--- config.mk ---
export PLATFORM = sky130hd
export DESIGN_NAME = psg_sequencer
export DESIGN_NICKNAME = d
export VERILOG_FILES = /design/src/rtl/psg_sequencer.sv
export SDC_FILE = /design/constraint.sdc
export NUM_CORES = 1
export LEC_CHECK = 0
export CAP_MARGIN = 20
export CORE_ASPECT_RATIO = 0.8
export CORE_MARGIN = 10
export CORE_UTILIZATION = 35
export CTS_CLUSTER_SIZE = 40
export DETAILED_ROUTE_END_ITERATION = 6
export SLEW_MARGIN = 5
export SYNTH_ARGS = -nofsm -noshare
export SYNTH_HDL_FRONTEND = slang
export SYNTH_SLANG_ARGS = --single-unit
--- constraint.sdc ---
create_clock -name clk -period 6.4 [get_ports clk]
set_input_delay 0.96 -clock clk [delete_from_list [all_inputs] [get_ports clk]]
set_output_delay 0.96 -clock clk [all_outputs]
set_load 0.01 [all_outputs]
--- src/rtl/psg_sequencer.sv ---
// Command FIFO plus replay engine driving the PSG register write bus.
// WRITE words become one-cycle wr pulses; WAIT words hold off the next pop for N ticks.
module psg_sequencer #(
    parameter int FIFO_DEPTH = 8,
    parameter int TICK_DIV   = 256
) (
    input  logic                        clk,
    input  logic                        rst,
    input  logic [11:0]                 cmd,
    input  logic                        cmd_valid,
    output logic                        cmd_ready,
    output logic [$clog2(FIFO_DEPTH):0] level,
    output logic [7:0]                  data,
    output logic [2:0]                  address,
    output logic                        wr,
    output logic                        busy
);

    localparam int AW   = $clog2(FIFO_DEPTH);
    localparam int PS_W = (TICK_DIV > 1) ? $clog2(TICK_DIV) : 1;
    localparam logic [PS_W-1:0] PS_LAST = PS_W'(TICK_DIV - 1);
    localparam logic [PS_W-1:0] PS_PRE  = (TICK_DIV > 1) ? PS_W'(TICK_DIV - 2) : '0;
    // The pop that leaves WAIT absorbs the final prescale edge, so WAIT N spans exactly N*TICK_DIV edges.
    localparam logic [10:0] REM_EXIT = (TICK_DIV > 1) ? 11'd1 : 11'd2;
    localparam logic [10:0] N_MIN    = (TICK_DIV > 1) ? 11'd0 : 11'd1;

    typedef enum logic {
        ST_IDLE = 1'b0,
        ST_WAIT = 1'b1
    } state_t;

    logic [11:0]     r_mem [FIFO_DEPTH];
    logic [AW-1:0]   r_wr_ptr;
    logic [AW-1:0]   r_rd_ptr;
    logic [AW:0]     r_level;
    state_t          r_state;
    logic [10:0]     r_remaining;
    logic [PS_W-1:0] r_prescale;
    logic            r_wr;
    logic [2:0]      r_address;
    logic [7:0]      r_data;

    logic            w_full;
    logic            w_push;
    logic            w_pop;
    logic [11:0]     w_head;
    state_t          w_next_state;
    logic [10:0]     w_next_remaining;
    logic [PS_W-1:0] w_next_prescale;
    logic            w_next_wr;
    logic [2:0]      w_next_address;
    logic [7:0]      w_next_data;

    // Handshake: a word transfers on any rising edge where cmd_valid && cmd_ready.
    assign w_full    = (r_level == (AW+1)'(FIFO_DEPTH));
    assign cmd_ready = !w_full && !rst;
    assign w_push    = cmd_valid && cmd_ready;
    // Pop decision uses the registered level, so a word pushed this edge cannot leave before the next.
    assign w_pop     = (r_state == ST_IDLE) && (r_level != '0);
    assign w_head    = r_mem[r_rd_ptr];

    always_ff @(posedge clk) begin
        if (w_push) begin
            r_mem[r_wr_ptr] <= cmd;
        end
    end

    always_ff @(posedge clk) begin
        if (rst) begin
            r_wr_ptr <= '0;
            r_rd_ptr <= '0;
            r_level  <= '0;
        end else begin
            if (w_push) begin
                r_wr_ptr <= r_wr_ptr + 1'b1;
            end
            if (w_pop) begin
                r_rd_ptr <= r_rd_ptr + 1'b1;
            end
            case ({w_push, w_pop})
                2'b10:   r_level <= r_level + 1'b1;
                2'b01:   r_level <= r_level - 1'b1;
                default: r_level <= r_level;
            endcase
        end
    end

    always_comb begin
        w_next_state     = r_state;
        w_next_remaining = r_remaining;
        w_next_prescale  = r_prescale;
        w_next_wr        = 1'b0;
        w_next_address   = r_address;
        w_next_data      = r_data;
        case (r_state)
            ST_IDLE: begin
                if (w_pop) begin
                    if (!w_head[11]) begin
                        w_next_wr      = 1'b1;
                        w_next_address = w_head[10:8];
                        w_next_data    = w_head[7:0];
                    end else if (w_head[10:0] > N_MIN) begin
                        w_next_state     = ST_WAIT;
                        w_next_remaining = w_head[10:0];
                        w_next_prescale  = '0;
                    end
                end
            end
            ST_WAIT: begin
                if ((r_remaining == REM_EXIT) && (r_prescale == PS_PRE)) begin
                    w_next_state     = ST_IDLE;
                    w_next_remaining = '0;
                    w_next_prescale  = '0;
                end else if (r_prescale == PS_LAST) begin
                    w_next_prescale  = '0;
                    w_next_remaining = r_remaining - 11'd1;
                end else begin
                    w_next_prescale  = r_prescale + 1'b1;
                end
            end
            default: begin
                w_next_state = ST_IDLE;
            end
        endcase
    end

    always_ff @(posedge clk) begin
        if (rst) begin
            r_state     <= ST_IDLE;
            r_remaining <= '0;
            r_prescale  <= '0;
            r_wr        <= 1'b0;
            r_address   <= '0;
            r_data      <= '0;
        end else begin
            r_state     <= w_next_state;
            r_remaining <= w_next_remaining;
            r_prescale  <= w_next_prescale;
            r_wr        <= w_next_wr;
            r_address   <= w_next_address;
            r_data      <= w_next_data;
        end
    end

    assign level   = r_level;
    assign wr      = r_wr;
    assign address = r_address;
    assign data    = r_data;
    assign busy    = (r_level != '0) || (r_state == ST_WAIT) || r_wr;

endmodule
==> qor.yml <==
ant_nets: 0
yosysTopAreaCell: "edfxtp_1"
slew_violations: 0
cp-start-kind: "input port"
cap_violations: 0
grt_antenna_before_repair: 0
core_area_sq_um: 16600
period_needed_ns: 3.75
nets: 462
cts_tree: "built"
fin_crit_sh_pct: 58.6
clk_latency_ns: 0.42
synth-edff-count: 96
ios: 33
routed_via_density: 5.20
first_global_vias: 3525
chipHeight_um: 137
drtIter0Drc: 141
hpwl_um: 8320
synth_area_sq_um: 5940
clockPowerShare_pct: 33.6
drive_above_1_share_pct: 14.8
n_antenna_cell: 0
power_switching_mw: 0.980
seqPwrFrac_pct: 37.9
cts_resized: 0
grt_max_degree: 37
vdd_drop_max_uv: 271
seq_area_frac_synth_pct: 63.6
place.gp.congestion: 0.757
place_ws_ns: 2.43
met3_usage_pct: 3.30
grt_usage_pct: 11.3
rows: 42
fillCellCount: 1492
hold_viol_final: 0
setup_viol: 0
relSlewSlack_pct: 41.4
syn_avg_cell_area_sq_um: 15.0
grt_pass1_wl_um: 20000
synth_seq_cells: 141
area.sequential_sq_um: 3780
place_area_sq_um: 6470
worstHoldPathType: "register to register"
cts_buffers: 17
post-cts-setup-buffers: 0
wl_per_cell_um: 18.7
yosysWarningCount: 0
first_pass_iters: 4
skew_ns: 0.0102
outcome: "complete, no violations"
final_cell_area_sq_um: 7180
multi_input_area_sq_um: 1960
leakage_nw: 2.48
drc: 0
area_delta_synth_final_pct: 20.8
io_buffer_count: 32
synth_cell_types: 50
setup_tns_ns: 0
gr-total-overflow: 0
fin_ws_ns: 2.65
clockBufferDepth: 2
synthCells: 395
p_sw_share_pct: 32.0
power.internal_mw: 2.09
max_freq_mhz: 267
design_power_total_mw: 3.07
hold_slack_ns: 0.494
cp_max_fo: 36
cts-root-buf: "clkbuf_16"
h-tree-depth: 4
tightest_slew_ns: 0.871
async_flop_share_pct: 0
vias: 3495
synth_flop_cell: "edfxtp_1"
critPathArrivalTime_ns: 2.79
cp-end-kind: "primary output"
cp.required_ns: 5.44
worstSetupPathType: "input port to primary output"
rsz0062_at_grt: "no"
pwr-share-comb_pct: 28.5
gr-usage-met2_pct: 17.8
clkSinkCount: 141
ys_top_cells_by_area: "edfxtp_1 48%, dfxtp_1 15%, mux4_1 8.4%"
hold_buffers: 0
start_util_pct: 35.8
p_per_area_nw_per_um2: 427
synth.top_cell.area_share_pct: 48.5
use_met1_pct: 14.7
dieArea_sq_um: 22600
busiest_layer: "met2"
fp.dieW_um: 166
wl_um: 12600
synthesis.nets: 418
path_clk_slew_ns: 0.06
[metrics by stage]
| stage | utilization (%) | instances |
|---|---|---|
| 2_1_floorplan | - | 395 |
| 3_3_place_gp | 38.7 | 631 |
| 3_5_place_dp | 39.0 | 634 |
| 4_1_cts | 42.7 | 666 |
| 5_1_grt | 43.2 | 672 |
| 6_report | 43.2 | 672 |
[critical path: stages]
cell,delay [ns]
clkdlybuf4s50_1,0.45
buf_4,0.36
inv_1,0.31
and2_1,0.23
clkdlybuf4s50_1,0.48
[flip-flops by register name (all words and copies together), names as in the netlist, named ones only]
signal	flops
r_mem	96
r_remaining	11
data	8
r_prescale	8
level	4
address	3
r_rd_ptr	3
r_wr_ptr	3
r_state	1
wr	1
[power groups by stage]
stage / Sequential [mW] / Combinational [mW] / Clock, mW
2_1_floorplan: 1.15 / 0.673 / 0
5_1_grt: 1.17 / 0.968 / 1.09
3_3_place_gp: 1.21 / 0.797 / 0
6_report: 1.16 / 0.874 / 1.03
3_5_place_dp: 1.20 / 0.841 / 0
4_1_cts: 1.18 / 0.846 / 1.05
[cell families (layout without fill, tap and decap cells)]
kind of cell             count (synthesis)  count (layout)  synth area share, %
XOR/XNOR                                15              15                 2.21
adder cells (fa/ha/maj)                  8               8                 1.68
AO/OA/AOI/OAI                           62              62                 7.87
multiplexers                            38              38                 12.7
flip-flops                             141             141                 63.6
buffers and inverters                   32              89                 3.79
AND/OR/NAND/NOR                         99              99                 8.06
[cell usage in the layout, fill, tap and decap left out, types with 8 or more instances in the layout]
master,Yosys,routed
nor2_1,39,39
a21oi_1,13,13
clkdlybuf4s50_1,0,32
edfxtp_1,96,96
nand2_1,21,21
clkbuf_16,0,17
inv_1,9,9
ha_1,8,8
xor2_1,10,10
o211a_1,9,9
mux2i_1,12,12
a211oi_1,11,11
dfxtp_1,45,45
o221ai_1,10,10
mux4_1,19,19
[cells in the mapped netlist (all sizes together), types with 10 or more instances]
library cell,count
edfxtp,96
dfxtp,45
nor2,39
mux4,24
nand2,21
a21oi,15
mux2i,13
clkbuf,12
a211oi,11
buf,10
inv,10
nor3,10
o221ai,10
xor2,10
[layer usage]
layer | up-vias | share of wire [%]
met5 | - | 0
met4 | 0 | 0.65
met3 | 7 | 5.4
met2 | 89 | 47
met1 | 1757 | 46
li1 | 1642 | -
[path summary, 6_finish.rpt]
| check | end | depth (start not counted) | slack, ns | startpoint |
|---|---|---|---|---|
| max | cmd_ready | 5 | 2.65 | rst |
| min | r_rd_ptr[1] | 2 | 0.49 | r_rd_ptr[1] |
| max reg2reg | r_remaining[6] | 8 | 3.07 | register |
| min reg2reg | r_rd_ptr[1] | 2 | 0.49 | r_rd_ptr[1] |
[cell type report]
class | instances | share of cell area (%)
clock buffer | 17 | 5.93
timing repair buffer | 47 | 6.95
sequential | 141 | 52.7
multi-input combinational | 222 | 27.3
clock inverter | 15 | 2.74
inverter | 10 | 0.523
tap | 220 | 3.83
No activity file was read; power rests on OpenSTA's default activity.
